**src/rtl/cpu_pkg.sv**
```systemverilog
// Shared encodings for the instruction-sequencing controller: states, opcodes,
// register-number and write-back selects, and the legality check.
package cpu_pkg;

    typedef enum logic [2:0] {
        StWait,
        StDecode,
        StWriteImm,
        StGetA,
        StGetB,
        StAlu,
        StWriteReg
    } state_t;

    localparam logic [2:0] OPC_MOV = 3'b110;
    localparam logic [2:0] OPC_ALU = 3'b101;

    localparam logic [1:0] OP_MOV_REG = 2'b00;
    localparam logic [1:0] OP_MOV_IMM = 2'b10;
    localparam logic [1:0] OP_ADD     = 2'b00;
    localparam logic [1:0] OP_CMP     = 2'b01;
    localparam logic [1:0] OP_AND     = 2'b10;
    localparam logic [1:0] OP_MVN     = 2'b11;

    localparam logic [2:0] NSEL_NONE = 3'b000;
    localparam logic [2:0] NSEL_RN   = 3'b001;
    localparam logic [2:0] NSEL_RD   = 3'b010;
    localparam logic [2:0] NSEL_RM   = 3'b100;

    localparam logic [3:0] VSEL_NONE  = 4'b0000;
    localparam logic [3:0] VSEL_C     = 4'b0001;
    localparam logic [3:0] VSEL_PC    = 4'b0010;
    localparam logic [3:0] VSEL_IMM   = 4'b0100;
    localparam logic [3:0] VSEL_MDATA = 4'b1000;

    function automatic logic is_legal(input logic [2:0] opcode, input logic [1:0] op);
        return (opcode == OPC_ALU) ||
               ((opcode == OPC_MOV) && ((op == OP_MOV_REG) || (op == OP_MOV_IMM)));
    endfunction

endpackage

```
**src/rtl/cpu_fsm.sv**
```systemverilog
// Moore controller stepping the register-file/ALU datapath through one instruction;
// {opcode,op} is captured when leaving WAIT and drives all later routing.
module cpu_fsm
    import cpu_pkg::*;
(
    input  logic       clk,
    input  logic       rst_n,
    input  logic       s,
    input  logic [2:0] opcode,
    input  logic [1:0] op,
    output logic       w,
    output logic [2:0] nsel,
    output logic [3:0] vsel,
    output logic       loada,
    output logic       loadb,
    output logic       loadc,
    output logic       loads,
    output logic       asel,
    output logic       bsel,
    output logic       write,
    output logic       illegal
);

    state_t     state_q, state_d;
    logic [2:0] opc_q, opc_d;
    logic [1:0] op_q, op_d;

    always_ff @(posedge clk) begin
        if (!rst_n) begin
            state_q <= StWait;
            opc_q   <= 3'b000;
            op_q    <= 2'b00;
        end else begin
            state_q <= state_d;
            opc_q   <= opc_d;
            op_q    <= op_d;
        end
    end

    // Instruction fields are only captured on the WAIT->DECODE edge.
    always_comb begin
        opc_d = opc_q;
        op_d  = op_q;
        if ((state_q == StWait) && s) begin
            opc_d = opcode;
            op_d  = op;
        end
    end

    always_comb begin
        state_d = state_q;
        unique case (state_q)
            StWait: begin
                if (s) state_d = StDecode;
            end
            StDecode: begin
                if (!is_legal(opc_q, op_q)) begin
                    state_d = StWait;
                end else if (opc_q == OPC_MOV) begin
                    state_d = (op_q == OP_MOV_IMM) ? StWriteImm : StGetB;
                end else begin
                    state_d = (op_q == OP_MVN) ? StGetB : StGetA;
                end
            end
            StWriteImm: state_d = StWait;
            StGetA:     state_d = StGetB;
            StGetB:     state_d = StAlu;
            StAlu: begin
                if ((opc_q == OPC_ALU) && (op_q == OP_CMP)) state_d = StWait;
                else                                       state_d = StWriteReg;
            end
            StWriteReg: state_d = StWait;
            default:    state_d = StWait;
        endcase
    end

    always_comb begin
        w       = 1'b0;
        nsel    = NSEL_NONE;
        vsel    = VSEL_NONE;
        loada   = 1'b0;
        loadb   = 1'b0;
        loadc   = 1'b0;
        loads   = 1'b0;
        asel    = 1'b0;
        bsel    = 1'b0;
        write   = 1'b0;
        illegal = 1'b0;
        unique case (state_q)
            StWait: w = 1'b1;
            StDecode: illegal = !is_legal(opc_q, op_q);
            StWriteImm: begin
                nsel  = NSEL_RN;
                vsel  = VSEL_IMM;
                write = 1'b1;
            end
            StGetA: begin
                nsel  = NSEL_RN;
                loada = 1'b1;
            end
            StGetB: begin
                nsel  = NSEL_RM;
                loadb = 1'b1;
            end
            StAlu: begin
                // MOV reg reuses the ADD path with A forced to zero.
                asel = ((opc_q == OPC_MOV) && (op_q == OP_MOV_REG)) ||
                       ((opc_q == OPC_ALU) && (op_q == OP_MVN));
                if ((opc_q == OPC_ALU) && (op_q == OP_CMP)) loads = 1'b1;
                else                                       loadc = 1'b1;
            end
            StWriteReg: begin
                nsel  = NSEL_RD;
                vsel  = VSEL_C;
                write = 1'b1;
            end
            default: w = 1'b0;
        endcase
    end

endmodule

```
**config.mk**
```make
export PLATFORM = sky130hd
export DESIGN_NAME = cpu_fsm
export DESIGN_NICKNAME = d
export VERILOG_FILES = /design/src/rtl/cpu_pkg.sv /design/src/rtl/cpu_fsm.sv
export SDC_FILE = /design/constraint.sdc
export NUM_CORES = 1
export LEC_CHECK = 0
export CORE_MARGIN = 4
export CORE_UTILIZATION = 44
export CTS_CLUSTER_DIAMETER = 150
export DETAILED_ROUTE_END_ITERATION = 8
export GPL_TIMING_DRIVEN = 1
export PLACE_DENSITY = 0.94
export RECOVER_POWER = 50
export SYNTH_ARGS = -nofsm -noshare
export SYNTH_HDL_FRONTEND = slang
export SYNTH_SLANG_ARGS = --single-unit
```
**constraint.sdc**
```tcl
create_clock -name clk -period 3.9 [get_ports clk]
set_clock_uncertainty 0.05 [all_clocks]
set_input_delay 0.975 -clock clk [delete_from_list [all_inputs] [get_ports clk]]
set_output_delay 0.975 -clock clk [all_outputs]
set_load 0.02 [all_outputs]
```
# After elaboration in Yosys (flattened, before gate mapping)
# Index checks and enable logic that the tools add are counted.
totals:
  mem_bits_ro: 0
  inputBits: 8
  latchBits: 0
  wordCells: 47
  reg_bits: 8
  out_inout_bits: 16
  n_memories: 0
  ram_bits: 0
classes:
  n_bitwise: 0
  order_cmp: 0
  shift: 0
  n_mul: 0
  n_addsub: 0
  reduce_logical: 13
  n_div: 0
  muxes: 19
  eq_ne: 12
op_table:
  columns: ["op", "count"]
  rows:
  - ["two-way mux 3 bit", 6]
  - ["equality test 3 bit (second input constant)", 5]
  - ["one-hot mux 3 bit (5 select lines)", 1]
  - ["two-way mux 1 bit", 10]
  - ["one-hot mux 3 bit (3 select lines)", 1]
  - ["equality test 3 x 2 -> 1 bit (second input constant)", 2]
  - ["one-hot mux 3 bit (2 select lines)", 1]
  - ["logical AND 1 bit", 5]
  - ["equality test 2 bit (second input constant)", 2]
  - ["OR reduction 2 bit", 2]
  - ["equality test 3 x 1 -> 1 bit (second input constant)", 1]
  - ["logical NOT 3 bit", 1]
  - ["logical OR 1 bit", 3]
  - ["equality test 2 x 1 -> 1 bit (second input constant)", 1]
  - ["logical NOT 2 bit", 1]
  - ["inequality test 2 bit (second input constant)", 1]
  - ["logical NOT 1 bit", 1]

# Logic depth before layout (Yosys ltp)
depth:
  depth_word: 6
  depth_mapped: 4
  depth_no_buf: 3

# Least setup slack after synthesis
# OpenSTA, ideal clock, no wires.
synth_timing:
  path_kind: "register -> output"
  startpoint: "reg state_q[2]"
  endpoint: "out nsel[2]"
  t_arrival_ps: 1477
  setup_slack_ps: 1398
  stages_incl_launch_ff: 4
  path_cell_list: "dfxtp_1 > clkbuf_2 > nor3b_1 > buf_4"
synth_via:
  elab_chain_cells: 3
  elab_cells_between_ends: 6
synth_lines:
  columns: ["element", "line_no", "rtl"]
  rows:
  - ["from (decl)", "cpu_fsm.sv:24", "state_t state_q, state_d;"]
  - ["from (signal assigned)", "cpu_fsm.sv:30", "state_q <= StWait;"]
  - ["from (signal assigned)", "cpu_fsm.sv:34", "state_q <= state_d;"]
  - ["equality test 3 x 2 -> 1 bit", "cpu_fsm.sv:89", "unique case (state_q)"]
  - ["OR reduction 2 bit (no line)", null, null]
  - ["one-hot mux 3 bit (3 select lines) *", "cpu_fsm.sv:89", null]
  - ["to (decl)", "cpu_fsm.sv:12", "output logic [2:0] nsel,"]
# Mark *: on every way between the ends. The rest lies on a longest branch, timed or not.

# Worst setup path in the final report
layout_timing:
  startpoint: "reg state_q[2]"
  endpoint: "out loadc"
layout_via:
  elab_chain_cells: 2
layout_lines:
  columns: ["element", "line_no", "rtl"]
  rows:
  - ["equality test 3 bit", "cpu_fsm.sv:89", null]
  - ["two-way mux 1 bit", "cpu_fsm.sv:89", null]
  - ["to (decl)", "cpu_fsm.sv:16", "output logic loadc,"]
# Every way passes these cells.

==> reports/metrics.yaml <==
outcome: "finished, final reports clean"
drt_first_iter_violations: 2
grt_antenna_before_repair: 0
ant_nets: 0
timing.final.max_slew_violations: 0
totalNegativeSetupSlack_ps: 0
hold_viol_final: 0
cell_count_after_synthesis: 67
portion_of_the_post_synthesis_area_used_by_sequential_elements_pct: 27.53
path_cells: "nand3b_1 > a31oi_1 > clkdlybuf4s50_1"
synthTopCellsByArea: "sky130_fd_sc_hd__dfxtp_1 (28%), sky130_fd_sc_hd__mux2i_1 (8.6%), sky130_fd_sc_hd__buf_4 (6.5%)"
slew_headroom_pct: 8.917
postCtsSetupBuffers: 0
nNetsFinal: 94
drt_pass1_iterations: 3
setup.worst_path.end_class: "primary output"
grt_max_degree: 16
layout-area-overhead-vs-synth_pct: 30.11
rsz0062_at_grt: "no"
netlist_area_before_placement_sq_um: 581.8
layout_commonest_cell: "sky130_fd_sc_hd__clkdlybuf4s50_1"
start_util_pct: 49.68
yosys_warnings: 0
synth_largest_area_cell: "sky130_fd_sc_hd__dfxtp_1"
top_library_cells_by_usage_in_the_layout_fill_and_taps_aside: "sky130_fd_sc_hd__clkdlybuf4s50_1 (16), sky130_fd_sc_hd__dfxtp_1 (8), sky130_fd_sc_hd__nor2_1 (7)"
number_of_distinct_library_cells_after_synthesis: 31
drive_gt1_share_pct: 4.762
cts-root-to-sink-buffers: 2
die_height_um: 44.37
cp_data_required_time_ps: 2870
timing.max_cap.violations: 0
finalSetupViolCount: 0
grt_util_all_layers_pct: 14.30
io-pin-count: 24
achievable-frequency_mhz: 340.9
finalWirelength_mm: 1.210
rows: 12
critical_path.startpoint_type: "register"
routed_via_density: 5.541
cts_tree: "built"
gp_congestion: 0.7543
tritoncts.num_buffers: 3
cts_hold_buf: 0
power_density_nw_per_um2: 255.1
buffer_and_inverter_count_on_the_worst_path: 1
insertion_delay_of_the_later_clocked_pin_in_the_worst_skew_pair_ps: 250
clkTransAtPathRegs_ps: 50
htree_num_levels: 1
synth_top_area_share_pct: 27.53
dieWidth_um: 44.37
ys_ff_latch: 8
avgSynthCellArea_sq_um: 8.684
wire_per_inst_um: 12.35
globalRoute.totalOverflow: 0
timing_worst_setup_path_type: "register to primary output"
grt_first_pass_wirelength_mm: 2.056
timing.final.crit_period_ps: 2933
first_global_vias: 486
crit_path_top_delay_cell: "sky130_fd_sc_hd__clkdlybuf4s50_1"
critical_path_peak_fanout: 15
antenna_cells_inserted: 0
final_min_period_over_clock_period_pct: 75.21
postLayoutCoreUtil_pct: 64.64
clock_tree.root_cell: "sky130_fd_sc_hd__clkbuf_4"
drc: 0
cts_resized: 0
arrival_ps: 1910
hold_class: "register to register"
area_of_the_core_sq_um: 1171
leakagePower_nw: 0.2769
cp_slowest_stage_delay_ps: 660
numClockSinks: 8
vdd.ir_drop.worst_uv: 246.2
portBuffers: 20
worst_slew_pin_slew_ps: 1347
die_area_sq_um: 1968
routed-via-count: 543
timing.critical_path.max_delay_family: "buffers and inverters"
-- power by group --
part           internal, mW  total [mW]  switching [mW]
combinational        0.0199      0.0378          0.0179
clock                0.0351      0.0610          0.0259
sequential           0.0864      0.0944         0.00794
-- state kept, by name, indices dropped and copies added (netlist names) --
| register | count |
|---|---|
| op_q | 2 |
| state_q | 3 |
| opc_q | 3 |
-- path summary, 6_finish.rpt --
path	from	to	slack [ps]	cells past startpoint
max reg2reg	state_q[0]	op_q[0]	1810	3
max	state_q[2]	loadc	970	3
min reg2reg	opc_q[1]	opc_q[1]	500	2
min	opc_q[1]	opc_q[1]	500	2
-- worst min-delay path, delay by kind of cell (launching register included) --
kind / cells / cell delay (ps)
flip-flops: 1 / 340
multiplexers: 1 / 130
AND/OR/NAND/NOR: 1 / 50
-- layer usage --
layer  vias up  global-route usage [%]  share of wire, %
li1        271                       -                 -
met1       248                   16.02                45
met2        22                   23.55                45
met3         2                   6.504               9.6
met4         0                   5.422              0.74
met5         -                       0                 0
-- synthesized netlist by cell type --
cell type                   count
sky130_fd_sc_hd__mux2i_1        5
sky130_fd_sc_hd__a41o_1         1
sky130_fd_sc_hd__nand4bb_1      1
sky130_fd_sc_hd__nand2_1        2
sky130_fd_sc_hd__and2b_1        1
sky130_fd_sc_hd__o2111ai_1      1
sky130_fd_sc_hd__buf_2          1
sky130_fd_sc_hd__nor2b_1        5
sky130_fd_sc_hd__nor2_1         7
sky130_fd_sc_hd__and2_1         4
sky130_fd_sc_hd__buf_4          5
sky130_fd_sc_hd__nand4b_1       2
sky130_fd_sc_hd__clkbuf_2       1
sky130_fd_sc_hd__nor3_1         2
sky130_fd_sc_hd__a31oi_1        1
sky130_fd_sc_hd__conb_1         1
sky130_fd_sc_hd__and4b_1        1
sky130_fd_sc_hd__inv_1          1
sky130_fd_sc_hd__o21ba_2        1
sky130_fd_sc_hd__clkbuf_1       1
sky130_fd_sc_hd__o21a_1         1
sky130_fd_sc_hd__dfxtp_1        8
sky130_fd_sc_hd__a2111oi_2      1
sky130_fd_sc_hd__o211ai_1       2
sky130_fd_sc_hd__nand3_1        1
sky130_fd_sc_hd__nand3b_1       2
sky130_fd_sc_hd__nor4b_4        1
sky130_fd_sc_hd__o21ai_0        2
sky130_fd_sc_hd__nor4b_1        1
sky130_fd_sc_hd__nor3b_1        3
sky130_fd_sc_hd__o2bb2ai_1      1
-- kinds of logic after synthesis --
kind of cell	Yosys count	synth area share (%)
AOI/OAI and AO/OA	11	15.70
buffers and inverters	9	9.460
DFF	8	27.53
muxes	5	8.602
other	1	0.6445
and+or+nand+nor	33	38.06
-- final cells by class --
cell class                 count  area [sq um]
clock buffer                   3         22.52
fill                         125         414.1
inverter                       1         3.754
multi-input combinational     52         352.8
sequential                     8         160.2
tap                           14         17.52
timing repair buffer          20         200.2
-- through the flow --
stage                     area (sq um)  instances  hold slack (ps)  total power [mW]  setup WS (ps)
after floorplan                  589.3         69            462.1            0.1245           1398
after global placement           755.7         95            496.6            0.1363           1260
after detailed placement         755.7         95            496.4            0.1372           1183
final                            757.0         98            504.1            0.1931          966.7
after CTS                        778.2         98            507.4            0.1995          910.4
after global routing             757.0         98            564.3            0.2089          809.7
No activity file was read; power rests on OpenSTA's default activity.
